===== config.mk =====
export PLATFORM = sky130hd
export DESIGN_NAME = spi_reg_frame
export DESIGN_NICKNAME = d
export VERILOG_FILES = /design/src/rtl/spi_reg_frame.sv
export SDC_FILE = /design/constraint.sdc
export NUM_CORES = 1
export LEC_CHECK = 0
export CAP_MARGIN = 25
export CORE_ASPECT_RATIO = 0.9
export CORE_UTILIZATION = 52
export CTS_CLUSTER_DIAMETER = 150
export DETAILED_ROUTE_END_ITERATION = 12
export PLACE_DENSITY = 0.8
export REMOVE_ABC_BUFFERS = 1
export SKIP_LAST_GASP = 1
export SYNTH_ARGS = -nofsm -noshare
export SYNTH_HDL_FRONTEND = slang
export SYNTH_SLANG_ARGS = --single-unit
export TNS_END_PERCENT = 30

===== constraint.sdc =====
create_clock -name sys_clk -period 1.83 [get_ports sys_clk]
set_input_delay 0.366 -clock sys_clk [delete_from_list [all_inputs] [get_ports sys_clk]]
set_output_delay 0.366 -clock sys_clk [all_outputs]
set_load 0.02 [all_outputs]

===== src/rtl/spi_reg_frame.sv =====
// spi_reg_frame: byte-level command framer behind an SPI slave.
// Each chip-select frame is one command byte followed by four big-endian data bytes.
// A command byte has bit7 = R/W (1 = read) and bits 6:0 = register address.
// Write frames produce a one-cycle wr_en_o with a 32-bit word. Read frames fetch
// rd_data_i once and present it MSB-first on tx_data_o.
//
// Ports
//   sys_clk      system clock
//   sys_rst_n    asynchronous active-low reset
//   cs_i         chip select, active-low, already synchronous to sys_clk
//   rx_valid_i   one-cycle strobe: rx_data_i holds a received byte
//   rx_data_i    received byte
//   tx_data_o    next byte for the slave to shift out
//   wr_en_o      one-cycle register write strobe
//   wr_addr_o    write address, held until the next write
//   wr_data_o    write data, held until the next write
//   rd_addr_o    read address to the register bank (latched command address)
//   rd_data_i    combinational read data for rd_addr_o
//   frame_err_o  one-cycle pulse on a malformed frame
//   busy_o       high while a frame is being parsed
module spi_reg_frame #(
  parameter int unsigned ADDR_W = 4
) (
  input  logic              sys_clk,
  input  logic              sys_rst_n,
  input  logic              cs_i,
  input  logic              rx_valid_i,
  input  logic [7:0]        rx_data_i,
  output logic [7:0]        tx_data_o,
  output logic              wr_en_o,
  output logic [ADDR_W-1:0] wr_addr_o,
  output logic [31:0]       wr_data_o,
  output logic [ADDR_W-1:0] rd_addr_o,
  input  logic [31:0]       rd_data_i,
  output logic              frame_err_o,
  output logic              busy_o
);

  typedef enum logic [2:0] {
    StIdle,
    StCmd,
    StWdata,
    StWrCommit,
    StRdFetch,
    StRdata,
    StWaitCs
  } state_e;

  state_e            state_q, state_d;
  logic [1:0]        cnt_q, cnt_d;
  logic [31:0]       acc_q, acc_d;
  logic [31:0]       shadow_q, shadow_d;
  logic [ADDR_W-1:0] addr_q, addr_d;
  logic              wr_en_q, wr_en_d;
  logic [ADDR_W-1:0] wr_addr_q, wr_addr_d;
  logic [31:0]       wr_data_q, wr_data_d;
  logic              err_q, err_d;
  logic              addr_ok;

  // Address bits above ADDR_W must be zero.
  assign addr_ok = ((rx_data_i[6:0] >> ADDR_W) == 7'd0);

  always_comb begin
    state_d   = state_q;
    cnt_d     = cnt_q;
    acc_d     = acc_q;
    shadow_d  = shadow_q;
    addr_d    = addr_q;
    wr_en_d   = 1'b0;
    wr_addr_d = wr_addr_q;
    wr_data_d = wr_data_q;
    err_d     = 1'b0;

    // All four data bytes are in by WR_COMMIT, so the write completes even if cs rises then.
    if (state_q == StWrCommit) begin
      wr_en_d   = 1'b1;
      wr_addr_d = addr_q;
      wr_data_d = acc_q;
    end

    if (cs_i && (state_q != StIdle)) begin
      // cs high wins over a same-cycle byte; the byte is dropped.
      state_d = StIdle;
      cnt_d   = 2'd0;
      if ((state_q == StWdata) || ((state_q == StRdata) && (cnt_q != 2'd0))) begin
        err_d = 1'b1;
      end
    end else begin
      unique case (state_q)
        StIdle: begin
          if (!cs_i) state_d = StCmd;
        end
        StCmd: begin
          if (rx_valid_i) begin
            addr_d = rx_data_i[ADDR_W-1:0];
            cnt_d  = 2'd0;
            if (!addr_ok) begin
              err_d   = 1'b1;
              state_d = StWaitCs;
            end else if (rx_data_i[7]) begin
              state_d = StRdFetch;
            end else begin
              state_d = StWdata;
            end
          end
        end
        StWdata: begin
          if (rx_valid_i) begin
            acc_d = {acc_q[23:0], rx_data_i};
            cnt_d = cnt_q + 2'd1;
            if (cnt_q == 2'd3) state_d = StWrCommit;
          end
        end
        StWrCommit: begin
          state_d = StWaitCs;
        end
        StRdFetch: begin
          shadow_d = rd_data_i;
          state_d  = StRdata;
        end
        StRdata: begin
          if (rx_valid_i) begin
            shadow_d = {shadow_q[23:0], 8'h00};
            cnt_d    = cnt_q + 2'd1;
            if (cnt_q == 2'd3) state_d = StWaitCs;
          end
        end
        StWaitCs: begin
          if (rx_valid_i) err_d = 1'b1;
        end
        default: begin
          state_d = StIdle;
        end
      endcase
    end
  end

  always_ff @(posedge sys_clk or negedge sys_rst_n) begin
    if (!sys_rst_n) begin
      state_q   <= StIdle;
      cnt_q     <= 2'd0;
      acc_q     <= 32'd0;
      shadow_q  <= 32'd0;
      addr_q    <= '0;
      wr_en_q   <= 1'b0;
      wr_addr_q <= '0;
      wr_data_q <= 32'd0;
      err_q     <= 1'b0;
    end else begin
      state_q   <= state_d;
      cnt_q     <= cnt_d;
      acc_q     <= acc_d;
      shadow_q  <= shadow_d;
      addr_q    <= addr_d;
      wr_en_q   <= wr_en_d;
      wr_addr_q <= wr_addr_d;
      wr_data_q <= wr_data_d;
      err_q     <= err_d;
    end
  end

  always_comb begin
    tx_data_o = 8'h00;
    if (state_q == StRdata) tx_data_o = shadow_q[31:24];
  end

  assign wr_en_o     = wr_en_q;
  assign wr_addr_o   = wr_addr_q;
  assign wr_data_o   = wr_data_q;
  assign rd_addr_o   = addr_q;
  assign frame_err_o = err_q;
  assign busy_o      = (state_q != StIdle);

endmodule

==> After elaboration in Yosys (flattened, before gate mapping) <==
Index checks and enable logic that the tools add are counted.
{ "totals": {"out_inout_bits": 51, "elab_cells": 66, "in_bits": 44, "reg_bits": 111} }
{ "op_classes": {"reduce_logical": 15, "mux": 24, "add_sub_neg": 1, "bitwise": 1, "n_eq_ne": 16} }
{ "ops": {"columns": ["op", "n"], "rows": [
  ["$pmux W32 S2", 1],
  ["$mux W32", 1],
  ["$mux W3", 9],
  ["$pmux W3 S7", 1],
  ["$ne A3 B3 Y1 const B", 4],
  ["$reduce_and A3 Y1", 4],
  ["$eq A3 B3 Y1 const B", 3],
  ["$mux W8", 1],
  ["$logic_not A7 Y1", 1],
  ["$reduce_and A7 Y1", 1],
  ["$eq A3 B2 Y1 const B", 2],
  ["$mux W1", 6],
  ["$mux W2", 3],
  ["$ne A3 B2 Y1 const B", 2],
  ["$reduce_bool A3 Y1", 2],
  ["$ne A2 B2 Y1 const B", 2],
  ["$pmux W2 S2", 1],
  ["$reduce_bool A2 Y1", 2],
  ["$eq A3 B1 Y1 const B", 1],
  ["$logic_not A3 Y1", 1],
  ["$ne A3 B1 Y1 const B", 1],
  ["$add A2 B1 Y2 const B", 1],
  ["$eq A2 B2 Y1 const B", 1],
  ["$logic_and A1 B1 Y1", 2],
  ["other kinds (4)", 4]
]} }

==> Logic depth before layout (Yosys ltp) <==
Gate-level depths: netlist of run 1.
{ "logic_depth": {"ltp_word": 5, "ltp_mapped": 5, "mapped_depth_nobuf": 4} }

==> Worst setup path before layout of run 1 <==
Ideal clock, no wire load.
{ "synth_path": {"path_kind": "reg-to-output", "from": "register state_q[1]", "to": "output port tx_data_o[0]", "arrival_time_ns": 1.225, "n_path_buf": 2, "t_required_ns": 1.464, "stages_incl_launch_ff": 5, "slack_ns": 0.239, "cell_sequence": "dfrtp_1 nand3b_4 buf_6 buf_2 nor2_1"} }
{ "synth_via": {"elab_chain_len": 2} }
{ "synth_rtl": {"columns": ["item", "line_no", "rtl"], "rows": [
  ["start, declared", "49", "state_e state_q, state_d;"],
  ["start signal, assigned", "140", "state_q <= StIdle;"],
  ["start signal, assigned", "150", "state_q <= state_d;"],
  ["$eq A3 B3 Y1", "164", "if (state_q == StRdata) tx_data_o = shadow_q[31:24];"],
  ["$mux W8", "164", null],
  ["end, declared", "29", "output logic [7:0] tx_data_o,"]
]} }
No other way between the ends.

==> Final worst setup path of run 1 <==
{ "layout_path": {"from": "register state_q[1]", "to": "output port tx_data_o[6]"} }
The elaborated chain is that of the path after synthesis.

==> run metrics, run 1 <==
status finished, final reports clean; startpoint types flop; Worst-Margin Slew 0.6193 ns; share of cells above drive strength 1 35.78%; Skew-Pair Late Insertion Delay 0.37 ns; Pwr Density 1134 nW/um^2; mux contribution to synthesized area 29.18%; Synth area leader dfrtp_1; routability congestion estimate 0.8990; Crit path buffers/inverters 1; global route overflow 0; Slowest-stage cell, CP dfrtp_2; post-synthesis cell area 4850 um^2; H-tree levels 3; largest cells by area after synthesis dfrtp_1 (57%), mux2_2 (24%), mux2i_1 (5.0%); pin count of the biggest net entering global routing 112; Finished Layout Cells 586; Placed Instances 567; WP data required 1.46 ns; drt initial violations 73; Yosys Warn Count 0; Worst R2R Setup Slack 0.05 ns; Final Max Slew Viols 0; chip height 93.62 um; max-cap violation count 0; post-route ant nets 0; post-synth top area share 57.28%; Die Area 9717 um^2; drt wl/cell 15.34 um; crit-path cells nand3b_4 > nor2_1 > clkdlybuf4s15_2; Leakage Power 3.014 nW; Slew headroom 57.65%; Layout Nets 505; post-synthesis sequential area ratio 57.28%; initial antenna violation count 0; RSZ-0062 raised after global routing yes; commonest non-fill, non-tap cells in the layout dfrtp_1 (108), mux2_2 (103), clkdlybuf4s50_1 (84), mux2i_1 (24), buf_4 (24); register area 2781 um^2; worst setup path class reg2out; DPL Wire Length 6100 um; Root Driver clkbuf_8; Final period util 99.46%; IO buf count 94; CP startpoint state_q[1]; Design Power 7.109 mW; Seq cells post-synth 111; Max VDD drop 657.4 uV; I/O pin count 95; first-pass GRT wire length 14,750 um; Compound-Gate Fraction of Synth Area 2.606%; Die X 103.8 um; core area 9084 um^2; Reg2Reg Depth 6; fmax 549.4 MHz; Synth cell types 35; CP endpoint tx_data_o[6]; floorplan row count 33; drt total wl 8992 um; Gate Count Post-Synth 345; Residual DRC 0; area grow syn2layout 29.31%; EDFF count, synth 0; commonest non-fill, non-tap cell in the layout dfrtp_1; top_reg_cell synth dfrtp_1; via count 2,988; cell count along the critical path 3; hold crit path type in2async; CTS clk-pin slew, worst paths 0.11 ns; Worst R2R Start state_q[2]; Worst path max stage delay 0.46 ns; Sink Count 111; fin crit period 1.820 ns; hold_ws 0.05502 ns; vias in the first global route 3,113; cell family with the largest share of critical-path delay flip-flops; CP arrival 1.45 ns; Vias/cell 5.099; Synth Area in Simple Gates 5.650%; Global Route Usage Sum 19.10%; clk buf depth 2; post-synthesis adder-cell area fraction 0.5160%; mean post-synth cell area 14.06 um^2; accumulated negative setup slack 0 ns; largest family of logic cells by synthesized area multiplexers; hold violation count in the final report 0; Synth Area in XOR/XNOR 0%; Clock Skews 0.01387 ns; first drt pass iteration count 4; Final setup viols 0; TritonCTS clock tree done; multi-input logic area 1861 um^2; Crit. End Element primary output; crit path max fanout 7; fill count 654; R2R Path End acc_q[27]; asr flop ratio synth 100.0%; # diodes 0; CTS Buf Count 9; Initial Util 53.39%
[kinds of logic after synthesis]
logic type / count (synthesis)
mux: 128
flops: 111
simple gates: 47
buf+inv: 38
compound gates: 19
fa+ha+maj: 2
[synth_stat cells (all sizes together) (2+ instances only)]
cell / number
o211ai: 4
nor2b: 4
nor3: 3
inv: 19
nor2: 11
and2b: 2
buf: 15
mux2i: 24
nor3b: 2
mux2: 104
dfrtp: 111
or3: 2
nand3b: 4
nand2b: 3
o21ai: 5
and3b: 2
nand2: 13
clkbuf: 4
ha: 2
a21oi: 4
[layer usage]
metal	vias to the layer above	share of wire (%)	track usage, %
met5	-	0	0
met4	0	1.4	5.833
met3	11	2.9	4.321
met2	46	51	32.44
met1	1508	45	24.64
li1	1423	-	-
[area by class of cell]
class                   instances  share of cell area [%]
inverters                      19                   1.137
flip-flops and latches        111                   44.35
multi-input cells             197                   29.67
clock buffers                  10                   2.195
clock inverters                 6                   1.337
well taps                     122                   2.434
repair buffers                121                   18.87
[power by group]
part | switching [mW] | total [mW] | internal, mW | leakage [nW]
Clock | 0.859 | 1.56 | 0.704 | 0.112
Sequential | 0.385 | 3.53 | 3.14 | 1.44
Combinational | 0.891 | 2.02 | 1.13 | 1.46
[stage by stage]
stage	instance area (um^2)	setup WS [ns]	utilization, %
final	6271	0.009931	69.04
after global routing	6271	-0.05652	69.04
after CTS	6260	-0.03242	68.91
after detailed placement	6018	-0.1180	66.25
after global placement	6018	-0.1163	66.25
after floorplan	4690	-0.4211	-
[worst min-delay path by stage]
stage / endpoint / start
global route: wr_data_o[16] / sys_rst_n
CTS: wr_data_o[16] / sys_rst_n
finish: wr_addr_o[2] / sys_rst_n
floorplan: acc_q[0] / sys_rst_n
global placement: wr_data_o[16] / sys_rst_n
detailed placement: wr_data_o[16] / sys_rst_n
[registers in the layout, summed over array words and instances (netlist names)]
name,cells
cnt_q,2
acc_q,32
rd_addr_o,4
frame_err_o,1
shadow_q,32
wr_en_o,1
wr_data_o,32
wr_addr_o,4
state_q,3
[timing repair]
| item | 4_1_cts | 5_1_grt |
|---|---|---|
| gates resized for setup | 28 | 6 |
| buffers inserted | 2 | 0 |
| endpoints found under the setup margin | 9 | 8 |
| pin swaps | 0 | 0 |
| gates cloned | 0 | 1 |
| hold buffers | 0 | 0 |
No activity file was read; power rests on OpenSTA's default activity.
==> run 2, diff against run 1 <==
--- a/config.mk
+++ b/config.mk
@@ -5,11 +5,11 @@
 export SDC_FILE = /design/constraint.sdc
 export NUM_CORES = 1
 export LEC_CHECK = 0
-export CAP_MARGIN = 25
 export CORE_ASPECT_RATIO = 0.9
 export CORE_UTILIZATION = 52
 export CTS_CLUSTER_DIAMETER = 150
 export DETAILED_ROUTE_END_ITERATION = 12
+export HOLD_SLACK_MARGIN = 0.03
 export PLACE_DENSITY = 0.8
 export REMOVE_ABC_BUFFERS = 1
 export SKIP_LAST_GASP = 1
==> results of run 2 <==
The final DEF is identical to that of run 1; final timing and power are the same.
